**src/rtl/alu_op_sequencer.sv**
```systemverilog
// Registered ALU control decoder with valid/ready handshakes and a busy counter for multi-cycle MUL/DIV.
// Define RV32M_EN to decode and sequence M-extension ops; otherwise they are reported as illegal.
module alu_op_sequencer #(
  parameter int MUL_CYCLES = 2,
  parameter int DIV_CYCLES = 32
) (
  input  logic       clk,
  input  logic       reset,
  input  logic       flush_i,
  input  logic       dec_valid_i,
  output logic       dec_ready_o,
  input  logic [1:0] ALUOp,
  input  logic [2:0] funct3,
  input  logic       op_5,
  input  logic       funct7_5,
  input  logic       funct7_0,
  output logic [4:0] ALUControl,
  output logic       ctrl_valid_o,
  input  logic       ctrl_ready_i,
  output logic       mdu_busy_o,
  output logic       illegal_o
);

  localparam int MAX_CYCLES = (MUL_CYCLES > DIV_CYCLES) ? MUL_CYCLES : DIV_CYCLES;
  localparam int CNT_W      = $clog2(MAX_CYCLES + 1);
  localparam logic [CNT_W-1:0] MUL_LOAD = CNT_W'(MUL_CYCLES - 1);
  localparam logic [CNT_W-1:0] DIV_LOAD = CNT_W'(DIV_CYCLES - 1);

  typedef enum logic {IDLE, MDU} state_e;

  state_e           state_q, state_d;
  logic [CNT_W-1:0] cnt_q, cnt_d;
  logic [4:0]       ctrl_q, ctrl_d;
  logic             illegal_q, illegal_d;
  logic             valid_q, valid_d;

  logic [4:0] dec_ctrl;
  logic       dec_illegal;
  logic       dec_mdu;
  logic       dec_multi;
  logic       accept;

  always_comb begin
    dec_ctrl    = '0;
    dec_illegal = 1'b0;
    dec_mdu     = 1'b0;
    case (ALUOp)
      2'b00: dec_ctrl = 5'b00000;
      2'b01: dec_ctrl = 5'b00001;
      2'b11: begin
        case (funct3[2:1])
          2'b00:   dec_ctrl = 5'b00001;
          2'b10:   dec_ctrl = 5'b00101;
          2'b11:   dec_ctrl = 5'b00110;
          default: dec_illegal = 1'b1;
        endcase
      end
      default: begin
        if (op_5 && funct7_0) begin
`ifdef RV32M_EN
          dec_ctrl = {2'b10, funct3};
          dec_mdu  = 1'b1;
`else
          dec_illegal = 1'b1;
`endif
        end else begin
          case (funct3)
            3'b000:  dec_ctrl = (op_5 && funct7_5) ? 5'b00001 : 5'b00000;
            3'b001:  dec_ctrl = 5'b00111;
            3'b010:  dec_ctrl = 5'b00101;
            3'b011:  dec_ctrl = 5'b00110;
            3'b100:  dec_ctrl = 5'b00100;
            3'b101:  dec_ctrl = funct7_5 ? 5'b01001 : 5'b01000;
            3'b110:  dec_ctrl = 5'b00011;
            default: dec_ctrl = 5'b00010;
          endcase
        end
      end
    endcase
  end

  // funct3[2] separates DIV/REM from the MUL family
  assign dec_multi   = dec_mdu && (funct3[2] ? (DIV_CYCLES > 1) : (MUL_CYCLES > 1));
  assign dec_ready_o = !flush_i && (state_q == IDLE) && (!valid_q || ctrl_ready_i);
  assign accept      = dec_valid_i && dec_ready_o;

  always_comb begin
    state_d   = state_q;
    cnt_d     = cnt_q;
    ctrl_d    = ctrl_q;
    illegal_d = illegal_q;
    valid_d   = valid_q;
    if (flush_i) begin
      state_d = IDLE;
      cnt_d   = '0;
      valid_d = 1'b0;
    end else begin
      if (valid_q && ctrl_ready_i) valid_d = 1'b0;
      case (state_q)
        IDLE: begin
          if (accept) begin
            ctrl_d    = dec_ctrl;
            illegal_d = dec_illegal;
            if (dec_multi) begin
              cnt_d   = funct3[2] ? DIV_LOAD : MUL_LOAD;
              state_d = MDU;
            end else begin
              valid_d = 1'b1;
            end
          end
        end
        default: begin
          if (cnt_q == CNT_W'(1)) begin
            valid_d = 1'b1;
            state_d = IDLE;
          end
          if (cnt_q != '0) cnt_d = cnt_q - CNT_W'(1);
        end
      endcase
    end
  end

  always_ff @(posedge clk or posedge reset) begin
    if (reset) begin
      state_q   <= IDLE;
      cnt_q     <= '0;
      ctrl_q    <= '0;
      illegal_q <= 1'b0;
      valid_q   <= 1'b0;
    end else begin
      state_q   <= state_d;
      cnt_q     <= cnt_d;
      ctrl_q    <= ctrl_d;
      illegal_q <= illegal_d;
      valid_q   <= valid_d;
    end
  end

  assign ALUControl   = ctrl_q;
  assign illegal_o    = illegal_q;
  assign ctrl_valid_o = valid_q;
`ifdef RV32M_EN
  assign mdu_busy_o = (state_q == MDU);
`else
  assign mdu_busy_o = 1'b0;
`endif

endmodule

```
**config.mk**
```make
export PLATFORM = sky130hd
export DESIGN_NAME = alu_op_sequencer
export DESIGN_NICKNAME = d
export VERILOG_FILES = /design/src/rtl/alu_op_sequencer.sv
export SDC_FILE = /design/constraint.sdc
export NUM_CORES = 1
export LEC_CHECK = 0
export ABC_AREA = 1
export CAP_MARGIN = 5
export CORE_MARGIN = 2
export CORE_UTILIZATION = 45
export DETAILED_ROUTE_END_ITERATION = 10
export DONT_BUFFER_PORTS = 1
export SYNTH_ARGS = -nofsm -noshare
export SYNTH_HDL_FRONTEND = slang
export SYNTH_SLANG_ARGS = --single-unit
```
**constraint.sdc**
```tcl
create_clock -name clk -period 3.1 [get_ports clk]
set_clock_uncertainty 0.2 [all_clocks]
set_input_delay 0.465 -clock clk [delete_from_list [all_inputs] [get_ports clk]]
set_output_delay 0.465 -clock clk [all_outputs]
set_load 0.01 [all_outputs]
```
==> reports/qor.csv <==
metric;value;unit
Avg WL per Cell;11.9;microns
Nets;138;
die width;47.9;microns
RSZ-0062 raised after global routing;no;
synthesis-to-finish area growth;6.48;%
most frequent cells in the layout;nand2_1 (27), inv_1 (14), dfrtp_1 (13);
Fin. Hold Viols;0;
# IOs;22;
IO buf count;0;
GRT Util Overall;0.175;
gr ovfl total;0;
Final Max Tran Viols;0;
crit path DAT;1.25;ns
Cell Chain, Critical Path;nor2_4 -> a21boi_0;
1st-pass router iterations;4;
largest net degree at the start of global routing;14;
Resized cells post-CTS;0;
warnings from Yosys;0;
setup TNS;0;ns
post-synthesis sequential area ratio;0.375;
FMAX;522;MHz
final setup fails;0;
worst hold path class;in2reg;
Die Height;47.9;microns
Skew-Pair Late Insertion Delay;0.28;ns
Net Sw Power;237;uW
DR iter-0 viols;8;
CTS Sinks;13;
clock share of power;0.188;
H-Tree Depth;1;
DRT antenna net count;0;
internal power component;340;uW
core area;1760;sq um
Synth Register Bits;13;
TritonCTS clock tree;built;
first-pass GRT wire length;2800;microns
Gate power share;0.385;
Worst-path clk slew;0.08;ns
Crit-path slowest cell;dfrtp_1;
Rows;15;
outcome;finished, final reports clean;
Die Area;2300;sq um
PwrDens;624;nW/um^2
vias post-DR;735;
root buf cell;clkbuf_4;
startpoint types;flip-flop;
Clock Path Buffers;2;
critical path class;reg2out;
mapped cell area;868;sq um
slowest stage delay, CP;0.43;ns
antenna violations before repair;0;
Antenna diodes;0;
Worst setup EP type;primary output;
VDD IR-drop max;0.000398;V
CTS Buf Count;3;
Post-Layout Cell Count;146;
placed insts;141;
Leak;0.465;nW
DP Wirelength;1340;microns
post-synthesis cell count;117;
fillcell total;207;
commonest non-fill, non-tap cell in the layout;nand2_1;
Critical Path RT;2.43;ns
DR DRC count;0;
layout cell share with drive strength beyond 1;0.124;
Switching Fraction;0.411;
RD Place Congestion;0.763;
drt via density;5.03;
Yosys cell types;29;
CP Max Fanout;3;
max_cap viols;0;
Reg power frac;0.427;
final WL;1740;microns
Initial Util;0.492;
vias in the first global route;665;
Final min period;1.91;ns
fin crit share;0.617;
mean area per synthesized cell;7.42;sq um
power groups by stage:
stage / registers [mW] / logic [mW] / clock network, mW
after floorplan: 0.239 / 0.191 / 0
after CTS: 0.246 / 0.225 / 0.114
after global routing: 0.253 / 0.264 / 0.115
final: 0.246 / 0.222 / 0.108
after detailed placement: 0.249 / 0.221 / 0
after global placement: 0.247 / 0.217 / 0
worst paths after layout:
kind                                      start                   endpoint  slack [ns]  cells past startpoint
setup reg to reg           cnt_q[0]$_DFFE_PP0P_       cnt_q[3]$_DFFE_PP0P_        1.51                      8
setup / recovery              state_q$_DFF_PP0_                dec_ready_o        1.19                      2
max in group asynchronous                 reset  ALUControl[2]$_DFFE_PP0P_        1.93                      2
hold / removal                          flush_i     ctrl_valid_o$_DFF_PP0_        0.04                      1
min in group asynchronous                 reset          state_q$_DFF_PP0_        0.45                      2
hold reg to reg            cnt_q[5]$_DFFE_PP0P_       cnt_q[5]$_DFFE_PP0P_        0.35                      2
stage by stage:
stage | utilization | hold slack, ns | power, mW | worst slack, ns | cell area (sq um)
detailed placement | 0.504 | 0.211 | 0.471 | 1.44 | 888
floorplan | - | 0.142 | 0.430 | 1.49 | 872
CTS | 0.524 | 0.0374 | 0.585 | 1.17 | 925
finish | 0.524 | 0.0447 | 0.577 | 1.19 | 925
global placement | 0.504 | 0.212 | 0.464 | 1.46 | 888
global route | 0.524 | 0.0404 | 0.632 | 1.11 | 925
worst max-delay path: cells and delay by family, from the launching register on:
kind,cells,cell delay [ns]
compound gates,1,0.38
simple gates,1,0.16
flops,1,0.43
routing by layer:
layer  vias to the layer above  global-route usage  routed length (microns)  part of all wire
li1                        381                   -                        -                 -
met1                       330               0.248                      895              0.51
met2                        19               0.251                      719              0.41
met3                         5              0.0377                       93             0.053
met4                         0              0.0811                       35             0.020
met5                         -                   0                        0                 0
sequential cells by signal, indices dropped and copies added, names as in the netlist:
name / count
ALUControl: 4
cnt_q: 6
ctrl_valid_o: 1
illegal_o: 1
state_q: 1
final cells by class:
class                      instances  area [sq um]  area share
clock buffer                       4          26.3      0.0284
tap                               25          31.3      0.0338
inverter                          18          70.1      0.0758
sequential                        13           325       0.352
multi-input combinational         85           462       0.499
timing repair buffer               1          10.0      0.0108
Yosys cell counts, drive strengths merged:
cell type   n  area share
nand3b      1      0.0086
nor2       14       0.081
o22ai       1      0.0072
nand2      27        0.12
conb        1      0.0043
a2bb2oi     1       0.010
ha          3       0.043
a21boi      1      0.0086
inv        18       0.081
buf         2       0.017
a21oi       8       0.050
o21ai       9       0.056
o21bai      2       0.017
o31ai       1      0.0086
xor2        1       0.010
nand4       1      0.0072
dfrtp      13        0.37
nand3      11       0.084
or2         2       0.014
timing repair:
action | 4_1_cts | 5_1_grt
hold endpoints to repair | 13 | 0
setup buffers | 0 | 0
hold buffers | 1 | 0
logic make-up (layout without fill, tap and decap cells):
family | after synthesis | after routing | synth area share
other cells | 1 | 2 | 0.00432
fa+ha+maj | 3 | 3 | 0.0432
simple gates | 56 | 56 | 0.311
flops | 13 | 13 | 0.375
xor+xnor | 1 | 1 | 0.0101
buf+inv | 20 | 23 | 0.0980
compound gates | 23 | 23 | 0.158
Note: power is estimated with default switching activity, not from simulation.
